`config.mk`:
```
export PLATFORM = sky130hd
export DESIGN_NAME = vga_timing_gen
export DESIGN_NICKNAME = d
export VERILOG_FILES = /design/src/rtl/vga_timing_pkg.sv /design/src/rtl/vga_delay_line.sv /design/src/rtl/vga_timing_gen.sv
export SDC_FILE = /design/constraint.sdc
export NUM_CORES = 1
export LEC_CHECK = 0
export ABC_CLOCK_PERIOD_IN_PS = 7400
export BUFFER_PORTS_ARGS = -buffer_cell sky130_fd_sc_hd__buf_4
export CORE_MARGIN = 8
export CORE_UTILIZATION = 40
export DETAILED_ROUTE_END_ITERATION = 7
export GPL_TIMING_DRIVEN = 0
export PLACE_DENSITY = 0.59
export SYNTH_ARGS = -nofsm -noshare
export SYNTH_HDL_FRONTEND = slang
export SYNTH_SLANG_ARGS = --single-unit
```
`constraint.sdc`:
```
create_clock -name clk -period 7.4 [get_ports clk]
set_input_delay 0.37 -clock clk [delete_from_list [all_inputs] [get_ports clk]]
set_output_delay 0.37 -clock clk [all_outputs]
set_load 0.1 [all_outputs]
```
`src/rtl/vga_timing_pkg.sv`:
```
// rtl/vga_timing_pkg.sv - shared timing record, standard modes and line/frame total helper
package vga_timing_pkg;

  localparam int TIMING_W = 11;
  localparam int CALC_W   = 16;

  typedef struct packed {
    logic [TIMING_W-1:0] h_active;
    logic [TIMING_W-1:0] h_fp;
    logic [TIMING_W-1:0] h_sync;
    logic [TIMING_W-1:0] h_bp;
    logic [TIMING_W-1:0] v_active;
    logic [TIMING_W-1:0] v_fp;
    logic [TIMING_W-1:0] v_sync;
    logic [TIMING_W-1:0] v_bp;
  } timing_t;

  localparam timing_t TIMING_640x480_60 = '{
    h_active: 11'd640, h_fp: 11'd16, h_sync: 11'd96,  h_bp: 11'd48,
    v_active: 11'd480, v_fp: 11'd10, v_sync: 11'd2,   v_bp: 11'd33
  };

  localparam timing_t TIMING_800x600_60 = '{
    h_active: 11'd800, h_fp: 11'd40, h_sync: 11'd128, h_bp: 11'd88,
    v_active: 11'd600, v_fp: 11'd1,  v_sync: 11'd4,   v_bp: 11'd23
  };

  // Callers pass zero-extended fields so one helper serves any COORD_W up to 14.
  function automatic logic [CALC_W-1:0] line_total(input logic [CALC_W-1:0] active,
                                                   input logic [CALC_W-1:0] fp,
                                                   input logic [CALC_W-1:0] sync,
                                                   input logic [CALC_W-1:0] bp);
    return active + fp + sync + bp;
  endfunction

endpackage

```
`src/rtl/vga_delay_line.sv`:
```
// rtl/vga_delay_line.sv - ce-qualified shift register; depth 0 degenerates to a wire
module vga_delay_line #(
  parameter int               WIDTH   = 1,
  parameter int               DEPTH   = 0,
  parameter logic [WIDTH-1:0] RST_VAL = '0
) (
  input  logic             clk,
  input  logic             rst,
  input  logic             ce,
  input  logic [WIDTH-1:0] d,
  output logic [WIDTH-1:0] q
);

  if (DEPTH == 0) begin : g_wire
    logic unused_ctrl;
    assign unused_ctrl = ^{clk, rst, ce};
    assign q = d;
  end else begin : g_pipe
    logic [WIDTH-1:0] stage [DEPTH];

    always_ff @(posedge clk or posedge rst) begin
      if (rst) begin
        for (int i = 0; i < DEPTH; i++) stage[i] <= RST_VAL;
      end else if (ce) begin
        stage[0] <= d;
        for (int i = 1; i < DEPTH; i++) stage[i] <= stage[i-1];
      end
    end

    assign q = stage[DEPTH-1];
  end

endmodule

```
`src/rtl/vga_timing_gen.sv`:
```
// rtl/vga_timing_gen.sv - programmable VGA timing generator, new timing taken only at frame wrap
module vga_timing_gen
  import vga_timing_pkg::*;
#(
  parameter int COORD_W    = 11,
  parameter int H_ACTIVE   = 640,
  parameter int H_FP       = 16,
  parameter int H_SYNC     = 96,
  parameter int H_BP       = 48,
  parameter int V_ACTIVE   = 480,
  parameter int V_FP       = 10,
  parameter int V_SYNC     = 2,
  parameter int V_BP       = 33,
  parameter bit H_SYNC_POL = 1'b0,
  parameter bit V_SYNC_POL = 1'b0,
  parameter int PIPE_DELAY = 0
) (
  input  logic               clk,
  input  logic               rst,
  input  logic               ce,
  input  logic               cfg_valid,
  output logic               cfg_ready,
  input  logic [COORD_W-1:0] cfg_h_active,
  input  logic [COORD_W-1:0] cfg_h_fp,
  input  logic [COORD_W-1:0] cfg_h_sync,
  input  logic [COORD_W-1:0] cfg_h_bp,
  input  logic [COORD_W-1:0] cfg_v_active,
  input  logic [COORD_W-1:0] cfg_v_fp,
  input  logic [COORD_W-1:0] cfg_v_sync,
  input  logic [COORD_W-1:0] cfg_v_bp,
  output logic               hsync,
  output logic               vsync,
  output logic               de,
  output logic [COORD_W-1:0] x,
  output logic [COORD_W-1:0] y,
  output logic               line_start,
  output logic               frame_start,
  output logic               vblank
);

  localparam int TW = COORD_W + 2;
  localparam int BW = 6 + 2 * COORD_W;
  localparam int SW = 8 * COORD_W;

  localparam logic [SW-1:0] TIMING_DEFAULT = {
    COORD_W'(H_ACTIVE), COORD_W'(H_FP), COORD_W'(H_SYNC), COORD_W'(H_BP),
    COORD_W'(V_ACTIVE), COORD_W'(V_FP), COORD_W'(V_SYNC), COORD_W'(V_BP)
  };
  localparam logic [BW-1:0] BUS_RST = {~H_SYNC_POL, ~V_SYNC_POL, 4'b0000, {(2*COORD_W){1'b0}}};

  logic [COORD_W-1:0] h_cnt, v_cnt;
  logic [SW-1:0]      act_t, pend_t, cfg_bus;
  logic               pend_valid;

  logic [COORD_W-1:0] a_h_act, a_h_fp, a_h_sync, a_h_bp;
  logic [COORD_W-1:0] a_v_act, a_v_fp, a_v_sync, a_v_bp;
  logic [TW-1:0]      h_e, v_e, h_total, v_total;
  logic [TW-1:0]      h_sync_beg, h_sync_end, v_sync_beg, v_sync_end;
  logic               h_wrap, v_wrap, frame_wrap;
  logic               de_d, hs_d, vs_d, ls_d, fs_d, vb_d;
  logic [BW-1:0]      dec_bus, stage_bus, out_bus;

  assign cfg_bus = {cfg_h_active, cfg_h_fp, cfg_h_sync, cfg_h_bp,
                    cfg_v_active, cfg_v_fp, cfg_v_sync, cfg_v_bp};
  assign {a_h_act, a_h_fp, a_h_sync, a_h_bp, a_v_act, a_v_fp, a_v_sync, a_v_bp} = act_t;

  assign h_total    = TW'(line_total(CALC_W'(a_h_act), CALC_W'(a_h_fp), CALC_W'(a_h_sync), CALC_W'(a_h_bp)));
  assign v_total    = TW'(line_total(CALC_W'(a_v_act), CALC_W'(a_v_fp), CALC_W'(a_v_sync), CALC_W'(a_v_bp)));
  assign h_sync_beg = TW'(a_h_act) + TW'(a_h_fp);
  assign h_sync_end = h_sync_beg + TW'(a_h_sync);
  assign v_sync_beg = TW'(a_v_act) + TW'(a_v_fp);
  assign v_sync_end = v_sync_beg + TW'(a_v_sync);

  assign h_e        = TW'(h_cnt);
  assign v_e        = TW'(v_cnt);
  assign h_wrap     = (h_e == h_total - TW'(1));
  assign v_wrap     = (v_e == v_total - TW'(1));
  assign frame_wrap = ce && h_wrap && v_wrap;
  assign cfg_ready  = !pend_valid;

  always_ff @(posedge clk or posedge rst) begin
    if (rst) begin
      h_cnt <= '0;
      v_cnt <= '0;
    end else if (ce) begin
      if (h_wrap) begin
        h_cnt <= '0;
        v_cnt <= v_wrap ? '0 : v_cnt + COORD_W'(1);
      end else begin
        h_cnt <= h_cnt + COORD_W'(1);
      end
    end
  end

  // Apply and accept are exclusive: a slot can only be filled while it is empty.
  always_ff @(posedge clk or posedge rst) begin
    if (rst) begin
      act_t      <= TIMING_DEFAULT;
      pend_t     <= '0;
      pend_valid <= 1'b0;
    end else if (frame_wrap && pend_valid) begin
      act_t      <= pend_t;
      pend_valid <= 1'b0;
    end else if (cfg_valid && cfg_ready) begin
      pend_t     <= cfg_bus;
      pend_valid <= 1'b1;
    end
  end

  assign de_d = (h_e < TW'(a_h_act)) && (v_e < TW'(a_v_act));
  assign hs_d = (h_e >= h_sync_beg) && (h_e < h_sync_end);
  assign vs_d = (v_e >= v_sync_beg) && (v_e < v_sync_end);
  assign ls_d = (h_cnt == '0);
  assign fs_d = ls_d && (v_cnt == '0);
  assign vb_d = (v_e >= TW'(a_v_act));

  assign dec_bus = {hs_d ^ ~H_SYNC_POL, vs_d ^ ~V_SYNC_POL, de_d, ls_d, fs_d, vb_d, h_cnt, v_cnt};

  always_ff @(posedge clk or posedge rst) begin
    if (rst)     stage_bus <= BUS_RST;
    else if (ce) stage_bus <= dec_bus;
  end

  vga_delay_line #(
    .WIDTH  (BW),
    .DEPTH  (PIPE_DELAY),
    .RST_VAL(BUS_RST)
  ) u_delay (
    .clk(clk),
    .rst(rst),
    .ce (ce),
    .d  (stage_bus),
    .q  (out_bus)
  );

  assign {hsync, vsync, de, line_start, frame_start, vblank, x, y} = out_bus;

endmodule

```
==> flow_metrics.tcl, run 1 <==
set metrics [dict create \
    status "completed" \
    timing.final.ws_setup_ns 1.803 \
    grt_setup_unrepaired "no" \
    timing.critical_path.buf_inv 3 \
    dominantRegCellSynth "dfrtp_1" \
    row_count 70 \
    drc 0 \
    share_of_total_power_in_combinational_logic_pct 16.6 \
    routed_wirelength_mm 36.45 \
    worst_min_path_class "input port to flop" \
    area_share_of_and_or_nand_nor_cells_after_synthesis_pct 7.806 \
    final_gp_congestion 0.8758 \
    min_from "cfg_valid" \
    number_of_detailed_route_iterations_in_the_first_pass 7 \
    timing.fmax_ghz 0.1787 \
    nFillCells 3433 \
    yosys-top-cells-area "dfrtp_1 35%, mux2_2 14%, ha_1 14%, fa_1 6.2%, inv_1 4.4%" \
    final-max-slew-violation-count 0 \
    holdPathStages 2 \
    multi_input_area_um2 8427 \
    synth_nets 1645 \
    detailed_place.area_um2 16480 \
    cts.repair_timing.setup_buffer_count 0 \
    wl_per_cell_um 18.39 \
    kind_of_cell_adding_the_most_delay_to_the_critical_path "adder cells" \
    muxShareOfSynthArea_pct 16.01 \
    seq_power_share_pct 44.8 \
    synthCells 1344 \
    timing.max_cap.violations 0 \
    detail-route-antenna-nets 0 \
    die_w_um 209.3 \
    globalRoute.totalOverflow 0 \
    ctsLongestPathBuffers 3 \
    timing_hold_violations_final 0 \
    final_cells 1982 \
    power.clock.fraction_pct 38.6 \
    max_slew.worst_pin.slew_ns 0.9302 \
    place_ws_ns 1.781 \
    cellInternalPower_mw 2.255 \
    vias_per_cell 5.108 \
    regArea_um2 5703 \
    post_synth.cell_area_avg_um2 11.12 \
    synth_fa_ha_area_share_pct 19.82 \
    cp_slowest_cell "nor4_2" \
    synth_compound_gate_area_share_pct 8.702 \
    worst_ep_arrival_time_ns 6.02 \
    cp_slowest_stage_delay_ns 0.76 \
    synthArstFlopShare_pct 100.0 \
    regToRegStartpoint "act_t[12]" \
    p_sw_share_pct 29.21 \
    r2r_setup_slack_ns 1.80 \
    critPathRequiredTime_ns 7.82 \
    power-per-cell-area_nw_per_um2 184.0 \
    cts_inserted_buffers 26 \
    synth_area_um2 14940 \
    layout_worst_path_cycle_share_pct 75.64 \
    detailedRoute.firstIterationViolations 493 \
    die_height_um 209.3 \
    seq_area_frac_synth_pct 38.17 \
    grt_pass1_vias 10578 \
    vias 10125 \
    dominant_combinational_cell_family_by_area_after_synthesis "adder cells" \
    power_switching_mw 0.9306 \
    initial_core_utilization_pct 40.71 \
    skew_ns 0.01789 \
    worstSkewPairLatency_ns 0.55 \
    setup_viol 0 \
    power.leakage_nw 8.300 \
    timing.critical_path.to_type "flop" \
    r2r-end "act_t[9]" \
    synth_xor_area_share_pct 4.079 \
    synth_area_leader_cell "dfrtp_1" \
    reg2regPathDepth 15 \
    min_delay_worst_endpoint "pend_valid" \
    grt.total_usage_pct 16.91 \
    worstSetupPathType "flop to flop" \
    core_um2 36700 \
    num_antenna_cells 0 \
    grt_first_pass_wirelength_mm 59.17 \
    ctsRootBufferMaster "clkbuf_16" \
    ys_seq_elements 227 \
    clock-sinks 227 \
    cp-start-kind "flop" \
    synth.most_common_cell "dfrtp_1" \
    place.detailed.instances 1933 \
    netlist.area_leader.share_pct 35.01 \
    h-tree-depth 1 \
    timing.critical_path.cells "inv_1, ha_1, inv_1, fa_1, fa_1, ha_1, fa_1, a211o_1, and4_1, nor4_1, nand4_1, nor4_2, nand4_4, buf_1, mux2_2" \
    synthesis.yosys.warnings 0 \
    dieArea_um2 43790 \
    syn_to_final_growth_pct 15.91 \
    finalPower_mw 3.186 \
    final_nets 1795 \
    critPathMaxFanout 10 \
    drive_gt1_share_pct 26.22 \
    timing.slew.headroom_pct 37.98 \
    yosysUniqueCellTypes 69 \
    initial_antenna_violation_count 0 \
    crit_top_cell "fa_1" \
    top_ports 121 \
    post-route-cell-area_um2 17320 \
    place.port_buffers 119 \
    synth-edff-count 0 \
    worst_setup_hold_path_clk_slew_ns 0.06 \
    hpwl_mm 28.88 \
    cts_tree "built" \
    synth_top_cells_by_count "209 x dfrtp_1, 190 x mux2_2, 174 x inv_1" \
    shortest_period_the_worst_path_allows_ns 5.597 \
    pin_count_of_the_biggest_net_entering_global_routing 85 \
    ir_worst_vdd_v 0.0001625 \
    post_cts.resized_instances 0 \
]
## state kept, by name (all words and copies together) (netlist names)
register,count
act_t,88
pend_t,88
stage_bus,28
h_cnt,11
v_cnt,11
pend_valid,1
## metal layers
| metal | up-vias | routed length (um) | global-route usage, % |
|---|---|---|---|
| met2 | 173 | 17170 | 28.14 |
| met3 | 51 | 1358 | 2.488 |
| met1 | 4929 | 17160 | 23.07 |
| li1 | 4972 | - | - |
| met5 | - | 0 | 0 |
| met4 | 0 | 759 | 3.742 |
## what timing repair did
item                                    in CTS  in global routing
hold buffers                                 1                  0
endpoints found under the setup margin       0                  0
endpoints found under the hold margin       66                  0
## layout by cell type (no fill, tap or decap), types with 17 or more instances in the layout
cell type,count
clkbuf_1,28
xnor2_1,43
nor2_1,60
a21oi_1,54
inv_1,173
nand2b_1,18
ha_1,163
nand2_1,33
dfrtp_1,209
fa_1,46
xor2_1,24
a21o_1,23
clkbuf_16,26
buf_4,119
mux2_2,190
nand3_1,26
o21ai_0,46
dfstp_2,18
nor2b_1,17
## power by group through the flow
stage | clock (mW) | sequential, mW | combinational [mW]
after floorplan | 0 | 1.56 | 0.241
after global placement | 0 | 1.45 | 0.521
after detailed placement | 0 | 1.45 | 0.534
after CTS | 1.27 | 1.43 | 0.537
after global routing | 1.32 | 1.44 | 0.577
final | 1.23 | 1.43 | 0.530
## layout make-up
| cell class | count | share of cell area [%] |
|---|---|---|
| multi-input cells | 907 | 48.66 |
| flip-flops and latches | 227 | 32.93 |
| well taps | 468 | 3.382 |
| clock inverters | 9 | 0.3829 |
| inverters | 174 | 3.815 |
| clock buffers | 39 | 4.386 |
| plain buffers | 36 | 0.9032 |
| repair buffers | 122 | 5.535 |
## per-stage QoR
stage	util, %	TNS [ns]	hold WS (ns)
floorplan	-	0	0.4541
global placement	44.74	-366.81	0.4695
detailed placement	44.91	0	0.4616
CTS	47.19	0	0.006379
global route	47.19	0	0.01746
finish	47.19	0	0.03246
## how the worst max path moves through the flow
stage / cells after the start / end / start
global route: 15 / act_t[10] / act_t[12]
detailed placement: 15 / act_t[8] / act_t[12]
floorplan: 1 / act_t[10] / rst
CTS: 15 / act_t[8] / act_t[12]
finish: 15 / act_t[9] / act_t[12]
global placement: 2 / act_t[9] / rst
## logic make-up (layout without fill, tap and decap cells)
logic type	Yosys count	in the layout
compound gates	200	200
xor+xnor	68	68
fa+ha+maj	209	209
buf+inv	210	380
flops	227	227
mux	211	211
simple gates	219	219
## worst reg2reg max path, delay by kind of cell (launching register included)
family | cells | cell delay [ns]
buffers and inverters | 3 | 0.55
muxes | 1 | 0.39
adders and majority gates | 5 | 1.89
AOI/OAI and AO/OA | 1 | 0.37
DFF | 1 | 0.54
and+or+nand+nor | 5 | 1.74
Note: power is estimated with default switching activity, not from simulation.
==> inputs of run 2 (changes only) <==
Settings changed: ABC_CLOCK_PERIOD_IN_PS 7400 to 5300.
Clock period 7.4 ns to 5.3 ns, I/O delays scaled along.
==> run 2 against run 1 <==
Non-clock buffer count is 104 higher. Utilization grew 3.2 points. Flip-flop and latch count unchanged. Critical endpoint is now act_t[57]. Combinational power grew 51%. Cell count is 5.2% higher. Wire length up 4.8%. Worst hold slack gained 0.28 ns. Fmax rose by 8.9%. Critical path type unchanged. Worst setup slack worse by 1.6 ns.
==> flow_metrics.tcl, run 2 (synthesized netlist as in run 1, its figures left out) <==
set metrics [dict create \
    timing_hold_violations_final 0 \
    shortest_period_the_worst_path_allows_ns 5.139 \
    place.detailed.instances 1937 \
    timing.max_cap.violations 0 \
    initial_antenna_violation_count 0 \
    timing.final.ws_setup_ns 0.1609 \
    final_nets 1899 \
    max_slew.worst_pin.slew_ns 0.9432 \
    share_of_total_power_in_combinational_logic_pct 17.4 \
    regToRegStartpoint "act_t[56]" \
    place.port_buffers 119 \
    biggestRegsByFlops "act_t (88), pend_t (88), stage_bus (28)" \
    final-max-slew-violation-count 0 \
    worst_setup_hold_path_clk_slew_ns 0.06 \
    top_ports 121 \
    initial_core_utilization_pct 40.71 \
    clock-sinks 227 \
    pin_count_of_the_biggest_net_entering_global_routing 43 \
    core_um2 36700 \
    detail-route-antenna-nets 0 \
    worst_setup_path_startpoint "act_t[56]" \
    grt_first_pass_wirelength_mm 62.41 \
    critPathMaxFanout 8 \
    dieArea_um2 43790 \
    timing.critical_path.to_type "flop" \
    drc 0 \
    ctsLongestPathBuffers 3 \
    grt_pass1_vias 11327 \
    worstSetupPathType "flop to flop" \
    setup_viol 0 \
    place_ws_ns -0.3942 \
    skew_ns 0.02124 \
    layout.cells.most_common "dfrtp_1" \
    power.clock.fraction_pct 39.2 \
    cts_tree "built" \
    grt_setup_unrepaired "yes" \
    syn_to_final_growth_pct 23.74 \
    multi_input_area_um2 8476 \
    num_antenna_cells 0 \
    vias_per_cell 5.091 \
    p_sw_share_pct 29.09 \
    routed_wirelength_mm 38.20 \
    worst_ep_arrival_time_ns 5.58 \
    cellInternalPower_mw 3.256 \
    vias 10620 \
    power_switching_mw 1.336 \
    timing.slew.headroom_pct 37.12 \
    die_height_um 209.3 \
    ctsRootBufferMaster "clkbuf_16" \
    final_gp_congestion 0.8788 \
    power.leakage_nw 8.827 \
    die_w_um 209.3 \
    number_of_detailed_route_iterations_in_the_first_pass 4 \
    h-tree-depth 1 \
    wl_per_cell_um 18.31 \
    critPathRequiredTime_ns 5.74 \
    nFillCells 3257 \
    ir_worst_vdd_v 0.0002225 \
    cp-start-kind "flop" \
    globalRoute.totalOverflow 0 \
    timing.fmax_ghz 0.1946 \
    worst_min_path_class "input port to flop" \
    final_cells 2086 \
    min_from "ce" \
    power-per-cell-area_nw_per_um2 248.4 \
    detailedRoute.firstIterationViolations 467 \
    layout_worst_path_cycle_share_pct 96.96 \
    regArea_um2 5703 \
    drive_gt1_share_pct 26.64 \
    grt.total_usage_pct 17.76 \
    worstSkewPairLatency_ns 0.56 \
    hpwl_mm 29.32 \
    status "completed" \
    row_count 70 \
    layout_common_cells "209 x dfrtp_1, 190 x mux2_2, 171 x inv_1" \
    seq_power_share_pct 43.3 \
    cts_inserted_buffers 26 \
]
[run 2: cell count changes in the layout (fill, tap and decap cells not counted), moves of 3 or more]
cell           previous run  this run
buf_4                   119       132
dlygate4sd3_1             1        90
ha_1                    163       160
clkbuf_1                 28        23
buf_1                     8         4
buf_12                    0         7
[run 2: layer usage]
layer / up-vias / track usage [%] / share of wire, %
met4: 0 / 4.982 / 2.6
met1: 5209 / 23.39 / 46
met3: 65 / 2.503 / 3.4
li1: 5167 / - / -
met2: 179 / 30.22 / 48
met5: - / 0 / 0
[run 2: layout make-up]
class,instances,area share (%)
Buffer,36,0.9949
Clock buffer,37,4.122
Clock inverter,11,0.5685
Inverter,174,3.553
Multi-Input combinational cell,907,45.85
Sequential cell,227,30.85
Tap cell,468,3.168
Timing Repair Buffer,226,10.90
[run 2: per-stage QoR]
step | total power, mW | setup TNS, ns | area, um2 | util (%) | hold slack (ns)
4_1_cts | 4.642 | 0 | 18360 | 50.02 | 0.3109
6_report | 4.592 | 0 | 18490 | 50.38 | 0.3093
2_1_floorplan | 2.509 | 0 | 14940 | - | 0.3820
3_5_place_dp | 2.775 | -17.56 | 16540 | 45.08 | 0.3415
5_1_grt | 4.793 | -1.418 | 18490 | 50.38 | 0.3412
3_3_place_gp | 2.748 | -16.31 | 16420 | 44.75 | 0.4721
[run 2: power by group through the flow]
stage / Sequential (mW) / Clock, mW / Combinational, mW
after floorplan: 2.17 / 0 / 0.337
after detailed placement: 2.02 / 0 / 0.752
after CTS: 1.99 / 1.84 / 0.812
after global placement: 2.02 / 0 / 0.728
after global routing: 2.01 / 1.91 / 0.876
final: 1.99 / 1.80 / 0.801
[run 2: worst max-delay path, stage by stage (launching register included)]
cell	delay, ns
dfrtp_1	0.38
inv_2	0.08
ha_4	0.26
inv_2	0.03
fa_1	0.49
fa_1	0.42
ha_2	0.20
fa_1	0.58
xnor2_1	0.13
o2111ai_1	0.14
a2111oi_2	0.30
nand4_1	0.17
or4_4	0.59
nor4b_4	0.33
nand4_4	0.25
buf_8	0.22
clkbuf_16	0.16
mux2_4	0.29
[run 2: final timing paths]
check,end,slack (ns),depth (start not counted)
max,act_t[57],0.16,17
min,stage_bus[26],0.31,3
max reg2reg,act_t[57],0.16,17
min reg2reg,act_t[65],0.50,1
max in group asynchronous,act_t[61],3.85,7
min in group asynchronous,pend_t[1],0.32,4
[run 2: what timing repair did]
item                                    CTS  global route
resized for setup                        13            17
endpoints found under the hold margin   124             0
pin swaps                                 2            14
cloned                                    0             1
endpoints found under the setup margin  106           108
setup buffers                             2             8
hold buffers                             90             0
==> inputs of run 3 (changes only) <==
Settings changed: ABC_CLOCK_PERIOD_IN_PS 5300 to 5700.
Clock period 5.3 ns to 5.7 ns, I/O delays scaled along.
==> run 3 against run 2 <==
Flip-flop and latch count is the same. Sequential share of layout area grew 0.26 points. Die area unchanged. First-iteration DRC count is 5.8% lower. Global-route usage hardly changed. Count of clock-buffer cells in the layout stayed put. Worst hold slack improved by 0.031 ns. Design area down 0.85%. Sequential power down 7%. Non-clock buffer count shrank 11. Critical path depth is the same. Highest routed layer unchanged.
==> flow_metrics.tcl, run 3 (synthesized netlist as in run 1, its figures left out) <==
set metrics [dict create \
    vias 10543 \
    final.hold.worst_slack_ns 0.3403 \
    grt_setup_unrepaired "no" \
    setup_viol 0 \
    ctsLongestPathBuffers 3 \
    timing.slew.headroom_pct 35.53 \
    grt_first_pass_wirelength_mm 62.29 \
    wl_per_cell_um 18.25 \
    timing.fmax_ghz 0.1874 \
    ir_worst_vdd_v 0.0002071 \
    worst_setup_hold_path_clk_slew_ns 0.06 \
    detail-route-antenna-nets 0 \
    timing.max_cap.violations 0 \
    ctsRootBufferMaster "clkbuf_16" \
    h-tree-depth 1 \
    finalPower_mw 4.265 \
    timing.critical_path.cells "inv_1, ha_1, inv_1, fa_1, fa_1, ha_1, fa_1, xnor2_1, o2111ai_1, a2111oi_1, nand4_1, or4_4, nor4b_4, nand4_4, buf_6, buf_6, mux2_1" \
    kind_of_cell_adding_the_most_delay_to_the_critical_path "adder cells" \
    final_gp_congestion 0.8788 \
    power-per-cell-area_nw_per_um2 232.7 \
    power.leakage_nw 8.751 \
    grt_pass1_vias 11308 \
    dieArea_um2 43790 \
    drive_gt1_share_pct 25.58 \
    worst_ep_arrival_time_ns 5.77 \
    crit_top_cell "fa_1" \
    top_ports 121 \
    timing.critical_path.to_type "flop" \
    biggestRegsByFlops "act_t (88), pend_t (88), stage_bus (28)" \
    syn_to_final_growth_pct 22.70 \
    final-max-slew-violation-count 0 \
    hpwl_mm 29.32 \
    skew_ns 0.01946 \
    die_height_um 209.3 \
    max_slew.worst_pin.slew_ns 0.9671 \
    initial_core_utilization_pct 40.71 \
    layout.cells.most_common "dfrtp_1" \
    routed_wirelength_mm 37.88 \
    detailedRoute.firstIterationViolations 440 \
    status "completed" \
    place.port_buffers 119 \
    shortest_period_the_worst_path_allows_ns 5.337 \
    layout_worst_path_cycle_share_pct 93.64 \
    critPathRequiredTime_ns 6.13 \
    drc 0 \
    cp_slowest_stage_delay_ns 0.58 \
    num_antenna_cells 0 \
    cp-start-kind "flop" \
    number_of_detailed_route_iterations_in_the_first_pass 4 \
    timing.critical_path.buf_inv 4 \
    globalRoute.totalOverflow 0 \
    vias_per_cell 5.081 \
    initial_antenna_violation_count 0 \
    cts_inserted_buffers 26 \
    timing_hold_violations_final 0 \
    die_w_um 209.3 \
    grt.total_usage_pct 17.72 \
    critPathMaxFanout 10 \
    final_nets 1888 \
    layout_common_cells "209 x dfrtp_1, 190 x mux2_2, 173 x inv_1" \
    setup_total_negative_slack_ns 0 \
    cp_slowest_cell "or4_4" \
    core_um2 36700 \
    pin_count_of_the_biggest_net_entering_global_routing 43 \
    clock-sinks 227 \
    worstSkewPairLatency_ns 0.55 \
    row_count 70 \
    cts_tree "built" \
    worstSetupPathType "flop to flop" \
    worst_min_path_class "input port to asynchronous set/reset pin" \
]
## run 3: cell count changes in the layout (fill, tap and decap cells not counted), sizes merged
cell,before,now
buf,150,138
clkbuf,59,60
## run 3: power by group
| part | switching (mW) | internal (mW) | leakage [nW] |
|---|---|---|---|
| Sequential | 0.118 | 1.73 | 2.93 |
| Combinational | 0.426 | 0.317 | 5.40 |
| Clock | 0.694 | 0.979 | 0.429 |
| Total | 1.24 | 3.03 | 8.75 |
## run 3: what timing repair did
item,in CTS,in global routing
hold buffers,90,0
setup endpoints to repair,9,65
setup buffers,0,0
endpoints found under the hold margin,124,0
gates resized for setup,1,12
## run 3: metrics by stage
step / utilization, % / cell area [um2] / cells / setup WS (ns)
2_1_floorplan: - / 14940 / 1344 / 0.8102
3_3_place_gp: 44.75 / 16420 / 1931 / 0.01354
3_5_place_dp: 45.08 / 16540 / 1937 / 0.005835
4_1_cts: 49.92 / 18320 / 2075 / 0.05692
5_1_grt: 49.95 / 18330 / 2075 / 0.06618
6_report: 49.95 / 18330 / 2075 / 0.3627
## run 3: worst register-to-register path: stages, from the launching register on
cell	delay, ns
dfrtp_1	0.38
inv_1	0.11
ha_1	0.29
inv_1	0.05
fa_1	0.52
fa_1	0.43
ha_1	0.24
fa_1	0.53
xnor2_1	0.14
o2111ai_1	0.12
a2111oi_1	0.36
nand4_1	0.17
or4_4	0.58
nor4b_4	0.34
nand4_4	0.23
buf_6	0.24
buf_6	0.16
mux2_1	0.31
## run 3: area by class of cell
| cell class | instances | area (um2) |
|---|---|---|
| plain buffers | 36 | 163.9 |
| clock buffers | 37 | 762.0 |
| clock inverters | 11 | 105.1 |
| fillers | 3265 | 18370 |
| inverters | 174 | 656.9 |
| multi-input cells | 907 | 8439 |
| flip-flops and latches | 227 | 5703 |
| well taps | 468 | 585.6 |
| repair buffers | 215 | 1914 |
## run 3: per-layer routing
| metal | GRT usage (%) | vias to the layer above | share of wire, % |
|---|---|---|---|
| li1 | - | 5154 | - |
| met1 | 23.37 | 5142 | 46 |
| met2 | 30.09 | 177 | 48 |
| met3 | 2.503 | 70 | 3.5 |
| met4 | 4.982 | 0 | 2.7 |
| met5 | 0 | - | 0 |
## run 3: final timing paths
path                            startpoint       endpoint  cells past startpoint  slack, ns
worst min register to register  pend_t[65]      act_t[65]                      1       0.50
worst max-delay path             act_t[56]      act_t[54]                     17       0.36
worst max register to register   act_t[56]      act_t[54]                     17       0.36
min in group clk                        ce  stage_bus[26]                      3       0.35
worst min-delay path                   rst      pend_t[1]                      4       0.34
max in group asynchronous              rst      act_t[61]                      7       4.23
